===== src/rtl/map_draw_sequencer_pkg.sv =====
// map_pkg: shared map geometry, screen constants and sequencer state encoding
package map_pkg;
  localparam int NUM_RECTS = 21;
  localparam int SCREEN_W = 640;
  localparam int SCREEN_H = 480;
  typedef struct packed {
    logic [9:0] x;
    logic [8:0] y;
  } point_t;
  typedef struct packed {
    point_t top_left;
    point_t bottom_right;
  } rect_t;
  typedef enum logic [2:0] {S_idle, S_wait_map, S_scan, S_emit, S_done} state_t;
endpackage


===== src/rtl/map_draw_sequencer_in_rect_bounds.sv =====
// in_rect_bounds: flags a point lying on a rectangle outline, corners excluded
module in_rect_bounds
  import map_pkg::*;
(
  input  point_t p,
  input  point_t top_left,
  input  point_t bottom_right,
  output logic   hit
);
  assign hit = ((p.x == top_left.x || p.x == bottom_right.x) && p.y > top_left.y && p.y < bottom_right.y) ||
               ((p.y == top_left.y || p.y == bottom_right.y) && p.x > top_left.x && p.x < bottom_right.x);
endmodule


===== src/rtl/map_draw_sequencer.sv =====
// map_draw_sequencer: raster-scans the screen testing each pixel against every map rectangle outline; MAP_DRAW_EARLY_EXIT_EN ends a pixel's scan at its first hit
module map_draw_sequencer
  import map_pkg::*;
#(
  parameter int NUM_RECTS = map_pkg::NUM_RECTS,
  parameter int SCREEN_W = map_pkg::SCREEN_W,
  parameter int SCREEN_H = map_pkg::SCREEN_H,
  localparam int IW = $clog2(NUM_RECTS)
) (
  input  logic          clk,
  input  logic          reset,
  input  logic          start,
  input  logic          map_ready,
  output logic [IW-1:0] rect_idx,
  input  logic [37:0]   rect_data,
  output logic [9:0]    px_x,
  output logic [8:0]    px_y,
  output logic          px_wall,
  output logic          px_valid,
  input  logic          px_ready,
  output logic          busy,
  output logic          done
);
  state_t state, state_n;
  rect_t rect;
  logic hit_now, last_rect, last_x, last_px, scan_end;
  assign rect = rect_t'(rect_data);
  assign last_rect = rect_idx == IW'(NUM_RECTS - 1);
  assign last_x = px_x == 10'(SCREEN_W - 1);
  assign last_px = last_x && px_y == 9'(SCREEN_H - 1);
`ifdef MAP_DRAW_EARLY_EXIT_EN
  assign scan_end = last_rect || hit_now;
`else
  assign scan_end = last_rect;
`endif
  assign px_valid = state == S_emit;
  assign busy = state != S_idle;
  assign done = state == S_done;
  in_rect_bounds u_edge (
    .p(point_t'({px_x, px_y})),
    .top_left(rect.top_left),
    .bottom_right(rect.bottom_right),
    .hit(hit_now)
  );
  // state register
  always_ff @(posedge clk)
    state <= reset ? S_idle : state_n;
  // control flow: wait for the table, scan rectangles, hand the pixel off, finish
  always_comb begin
    state_n = state;
    case (state)
      S_idle: if (start) state_n = map_ready ? S_scan : S_wait_map;
      S_wait_map: if (map_ready) state_n = S_scan;
      S_scan: if (scan_end) state_n = S_emit;
      S_emit: if (px_ready) state_n = last_px ? S_done : S_scan;
      default: state_n = S_idle;
    endcase
  end
  // pixel position, rectangle index and hit accumulator; the last pixel wraps both coordinates back to 0
  always_ff @(posedge clk)
    if (reset) begin
      rect_idx <= '0;
      px_x <= '0;
      px_y <= '0;
      px_wall <= 1'b0;
    end else case (state)
      S_scan: begin
        px_wall <= px_wall | hit_now;
        if (!scan_end) rect_idx <= rect_idx + 1'b1;
      end
      S_emit: if (px_ready) begin
        px_wall <= 1'b0;
        rect_idx <= '0;
        px_x <= last_x ? '0 : px_x + 1'b1;
        px_y <= last_px ? '0 : last_x ? px_y + 1'b1 : px_y;
      end
      default: ;
    endcase
endmodule


===== config.mk =====
export PLATFORM = sky130hd
export DESIGN_NAME = map_draw_sequencer
export DESIGN_NICKNAME = d
export VERILOG_FILES = /design/src/rtl/map_draw_sequencer_pkg.sv /design/src/rtl/map_draw_sequencer_in_rect_bounds.sv /design/src/rtl/map_draw_sequencer.sv
export SDC_FILE = /design/constraint.sdc
export NUM_CORES = 1
export LEC_CHECK = 0
export ABC_AREA = 1
export ABC_CLOCK_PERIOD_IN_PS = 2300
export CAP_MARGIN = 40
export CELL_PAD_IN_SITES_DETAIL_PLACEMENT = 1
export CELL_PAD_IN_SITES_GLOBAL_PLACEMENT = 1
export CORE_ASPECT_RATIO = 0.8
export CORE_MARGIN = 5
export CORE_UTILIZATION = 44
export DETAILED_ROUTE_END_ITERATION = 8
export DONT_BUFFER_PORTS = 1
export GPL_TIMING_DRIVEN = 1
export HOLD_SLACK_MARGIN = 0.06
export PLACE_DENSITY_LB_ADDON = 0.1
export REMOVE_ABC_BUFFERS = 1
export SYNTH_ARGS = -nofsm -noshare
export SYNTH_HDL_FRONTEND = slang
export SYNTH_SLANG_ARGS = --single-unit

===== constraint.sdc =====
create_clock -name clk -period 2.3 [get_ports clk]
set_input_delay 0.23 -clock clk [delete_from_list [all_inputs] [get_ports clk]]
set_output_delay 0.23 -clock clk [all_outputs]
set_load 0.03 [all_outputs]

# Yosys cells after proc, flatten, opt, wreduce, memory -nomap -nowiden

Index checks and enable logic that the tools add are counted.

Flip-flop bits (word level): 28
Bits in latches: 0
RAM bits: 0
Memory bits (read-only): 0
Bits of input ports: 43
Word-level logic and storage cells: 61
Memories: 0

$add $sub $neg: 3
Multipliers: 0
Div/mod/pow operators: 0
Order comparisons: 4
Equal/unequal tests: 16
Shifts and indexed selects: 0
Muxes and demuxes: 15
Bitwise logic cells: 1
Reductions and logical operators: 17

Operators by type and width:

| operator                                            | count |
|---|---|
| equality test 10 bit                                | 2 |
| equality test 9 bit                                 | 2 |
| 2-to-1 mux 9 bit                                    | 2 |
| 2-to-1 mux 3 bit                                    | 5 |
| case mux 3 bit (4 select lines)                     | 1 |
| adder 10 x 1 -> 10 bit, second input constant       | 1 |
| equality test 10 bit, second input constant         | 1 |
| greater-than comparator 10 bit                      | 1 |
| < comparator 10 bit                                 | 1 |
| 2-to-1 mux 10 bit                                   | 1 |
| 2-to-1 mux 5 bit                                    | 2 |
| case mux 5 bit (2 select lines)                     | 1 |
| adder 9 x 1 -> 9 bit, second input constant         | 1 |
| equality test 9 bit, second input constant          | 1 |
| greater-than comparator 9 bit                       | 1 |
| < comparator 9 bit                                  | 1 |
| != test 2 bit, second input constant                | 4 |
| equality test 3 x 2 -> 1 bit, second input constant | 2 |
| AND reduction 3 bit                                 | 2 |
| adder 5 x 1 -> 5 bit, second input constant         | 1 |
| equality test 5 bit, second input constant          | 1 |
| logical AND 1 bit                                   | 5 |
| AND reduction 2 bit                                 | 2 |
| AND reduction 4 bit                                 | 1 |
| other kinds (11)                                    | 14 |

# Depth between registers and ports, before layout

Depth in word-level cells: 7
Mapped depth: 14
Gate-level depth less buffers: 14

# Cells and area by module

From an unflattened synthesis, not the netlist that was laid out.

Cell total of the unflattened synthesis: 425
Area total of the unflattened synthesis: 2681.3 sq um

Modules (own cells, without submodules):

| module             | times used | cells an instance | area each (sq um) |
|---|---|---|---|
| map_draw_sequencer | 1          | 235               | 1565.3 |
| in_rect_bounds     | 1          | 190               | 1116.1 |

# Worst setup path before layout

No wires, ideal clock.

Path type: reg-to-reg
From: register px_x[1]
To: register px_y[6]
Setup time: 0.119 ns
Arrival: 1.807 ns
Data required time: 2.181 ns
Path slack: 0.373 ns
Cell stages (with the launch flop): 11
Path buffers: 0
Clock period less this slack: 1.927 ns
Path through: dfxtp_1 -> ha_1 -> nand2_1 -> nor2_1 -> nand4_1 -> nor2_8 -> nand2_1 -> nand2_2 -> inv_1 -> o21ai_0 -> a21oi_1

Cells in the longest elaborated chain, start to end: 4

RTL lines:

| what                          | RTL line                 | RTL |
|---|---|---|
| start: declaration            | map_draw_sequencer.sv:16 | `output logic [9:0] px_x,` |
| start signal: assignment      | map_draw_sequencer.sv:74 | `px_x <= last_x ? '0 : px_x + 1'b1;` |
| equality test 10 bit *        | map_draw_sequencer.sv:29 | `assign last_x = px_x == 10'(SCREEN_W - 1);` |
| logical AND 1 bit             | map_draw_sequencer.sv:30 | `assign last_px = last_x && px_y == 9'(SCREEN_H - 1);` |
| nonzero test 2 bit (no line)  | n/a                      |  |
| AND reduction 3 bit (no line) | n/a                      |  |
| end signal: assignment        | map_draw_sequencer.sv:75 | `px_y <= last_px ? '0 : last_x ? px_y + 1'b1 : px_y;` |
| end: declaration              | map_draw_sequencer.sv:17 | `output logic [8:0] px_y,` |

Mark *: on every way between the ends. The rest lies on a longest branch, timed or not.
A chain may end at the register's enable or synchronous reset.

# Worst setup path in the final report

From: register px_x[9]
To: register px_y[1]

The elaborated chain is that of the path after synthesis.

==> flow_summary.json <==
{
  "rsz0062_at_grt": "false",
  "start_util_pct": 46.26,
  "holdCritStartpoint": "reset",
  "dp_slack_ns": 0.3773,
  "fin_crit_sh_pct": 86.70,
  "slowest_delay_ns": 0.66,
  "cp_num_buf_inv": 3,
  "fin_nets": 505,
  "peakVddDrop_mv": 0.4837,
  "period_needed_ns": 1.994,
  "syn_avg_cell_area_um2": 6.490,
  "root_buffer": "clkbuf_8",
  "antenna_cells": 0,
  "dp_cells": 492,
  "clk_pin_slew_worst_paths_ns": 0.10,
  "drv_cap": 0,
  "dp_hpwl_mm": 6.102,
  "worstSetupEndpointType": "flop",
  "areaGrowthSynthToFinish_pct": 12.07,
  "hp-class": "primary input to flop",
  "cts_buffers": 3,
  "port_buffers": 0,
  "path_cells": "inv_1 -> nor2_1 -> nand4_1 -> nand2_1 -> nand2_1 -> inv_1 -> nand2_1 -> o21ai_0 -> inv_1",
  "met1_usage_pct": 25.71,
  "cts_tree": "yes",
  "core-area_um2": 5555,
  "vias": 2530,
  "reg2reg_from": "px_x[9]",
  "grt_max_degree": 17,
  "boundaryPins": 71,
  "remaining_drc_errors": 0,
  "path_delay_family": "simple AND/OR/NAND/NOR gates",
  "ys_warn_count": 0,
  "max_freq_mhz": 501.5,
  "critPathKind": "flop to flop",
  "tightest_slew_ns": 0.5892,
  "die_x_um": 95.45,
  "grt_antenna_before_repair": 0,
  "arrival_ns": 2.17,
  "status": "complete, no violations",
  "drtIter0Drc": 73,
  "grt_pass1_wl_mm": 12.17,
  "p_leak_nw": 1.586,
  "grt-busiest-layer": "met2",
  "cp_slowest_cell": "dfxtp_1",
  "skew_ns": 0.006794,
  "rrSetupSlack_ns": 0.31,
  "clockBufferDepth": 2,
  "dr.pass1.iters": 4,
  "critPathRequiredTime_ns": 2.48,
  "syn_inst": 396,
  "synth.yosys.seq_area_share_pct": 21.81,
  "routabilityCongestion": 0.8252,
  "syn_area_um2": 2570,
  "fin_cells": 497,
  "rows": 24,
  "die_area_um2": 7479,
  "chipHeight_um": 78.36,
  "finalWorstSetupSlack_ns": 0.3058,
  "cp_max_fo": 7,
  "hold-path-cell-count": 3,
  "synth-seq-cells": 28,
  "clock_sinks": 28,
  "reg2reg_depth": 9,
  "power.density_nw_per_um2": 497.8,
  "finalHoldViolCount": 0,
  "routed_via_density": 5.091,
  "use_met2_pct": 34.45,
  "tns_ns": 0,
  "clkLatencyLatePin_ns": 0.28,
  "met3_usage_pct": 3.920,
  "final_antenna_net_count": 0,
  "relSlewSlack_pct": 60.67,
  "routed_wirelength_mm": 7.198,
  "maxSlewViolCount": 0,
  "power.total_mw": 1.434,
  "setup.worst_path.start": "px_x[9]",
  "yosysUniqueCellTypes": 31,
  "grt-ovfl-total": 0,
  "cp-start-kind": "flop",
  "finalSetupViolCount": 0,
  "drive_gt1_share_pct": 9.069,
  "grt_pass1_vias": 2698,
  "cts_max_level": 1,
  "grt_use_total_pct": 19.98,
  "wl_per_cell_um": 14.48,
  "r2r_end": "px_y[1]",
  "whs_endpoint": "state[1]"
}
-- how the worst max path moves through the flow --
stage | end | cells after the start | slack, ns
after floorplan | px_y[6] | 10 | 0.37
after global placement | px_y[6] | 9 | 0.47
after detailed placement | px_y[6] | 9 | 0.38
after CTS | px_y[1] | 9 | 0.32
after global routing | px_y[1] | 9 | 0.15
final | px_y[1] | 9 | 0.31
-- area by class of cell --
cell class,instances,area (um^2)
tap,78,97.59
sequential,28,560.5
multi-input combinational,277,1660
inverter,90,337.8
clock buffer,3,41.29
fill,767,2675
timing repair buffer,20,152.6
clock inverter,1,30.03
-- metrics by stage --
step | instance area [um^2] | utilization [%] | hold slack, ns
after floorplan | 2559 | - | 0.2991
after global placement | 2799 | 50.38 | 0.3019
after detailed placement | 2799 | 50.38 | 0.3059
after CTS | 2880 | 51.85 | 0.08827
after global routing | 2880 | 51.85 | 0.1165
final | 2880 | 51.85 | 0.09313
-- repair_timing --
action | CTS | global route
resized for setup | 0 | 0
buffers inserted | 0 | 0
hold endpoints to repair | 5 | 0
hold buffers | 1 | 0
-- flip-flops by register name, summed over array words and instances (netlist names) --
signal and cells:
px_y 9, rect_idx 5, px_x 10, state 3, px_wall 1
-- cell usage in the layout (no fill, tap or decap), types with 3 or more instances in the layout --
cell      count
inv_1        89
nand3_1      14
nor2_2        4
buf_4        19
nand2_2       3
dfxtp_1      28
o21ai_1       3
nor3_1       11
a21o_1        3
ha_1         42
clkbuf_8      3
a21oi_1      26
nand2_1      89
nand4_1      10
o21ai_0       9
nor2_1       42
-- synthesized netlist by cell type --
master	n	area, um^2
o21bai_1	2	15.01
o21ai_1	3	15.01
nor3_1	11	55.05
xor2_1	2	17.52
nand3_1	14	70.07
o21ai_0	9	45.04
nand2_1	89	334.1
or2_2	1	6.260
nand4_1	10	62.56
ha_1	42	525.5
a21oi_1	26	130.1
inv_2	1	3.750
a211oi_1	2	15.01
nand3_2	1	10.01
nor3b_1	2	15.01
nor3b_2	1	12.51
nand2_2	3	18.77
nor2_4	2	22.52
o31ai_1	1	7.510
nor2_2	4	25.02
a31oi_1	1	6.260
nor2_1	42	157.7
o21a_1	2	15.01
nor2_8	1	20.02
buf_6	1	11.26
inv_1	89	334.1
dfxtp_1	28	560.5
a21o_1	3	22.52
nand3b_1	1	7.510
a21boi_0	1	7.510
nand4_4	1	21.27
-- cells by family after synthesis --
| group | after synthesis | synth area share, % |
|---|---|---|
| xor gates and xnor gates | 2 | 0.6817 |
| and+or+nand+nor | 183 | 32.62 |
| adders and majority gates | 42 | 20.45 |
| buffers and inverters | 91 | 13.58 |
| AOI/OAI and AO/OA | 50 | 10.86 |
| DFF | 28 | 21.81 |
-- power by group --
group	internal, mW	leakage (nW)	switching, mW
combinational	0.139	1.32	0.323
sequential	0.523	0.226	0.0515
clock	0.234	0.0357	0.164
total	0.895	1.59	0.539
-- tightest hold or removal path: stages --
cell,delay [ns]
nor2_1,0.03
o31ai_1,0.05
inv_1,0.03
-- layer usage --
| layer | part of all wire (%) | up-vias | wire (um) |
|---|---|---|---|
| met3 | 5.0 | 7 | 357 |
| li1 | - | 1302 | - |
| met2 | 46 | 44 | 3318 |
| met5 | 0 | - | 0 |
| met4 | 0.86 | 0 | 62 |
| met1 | 48 | 1177 | 3460 |
No activity file was read; power rests on OpenSTA's default activity.
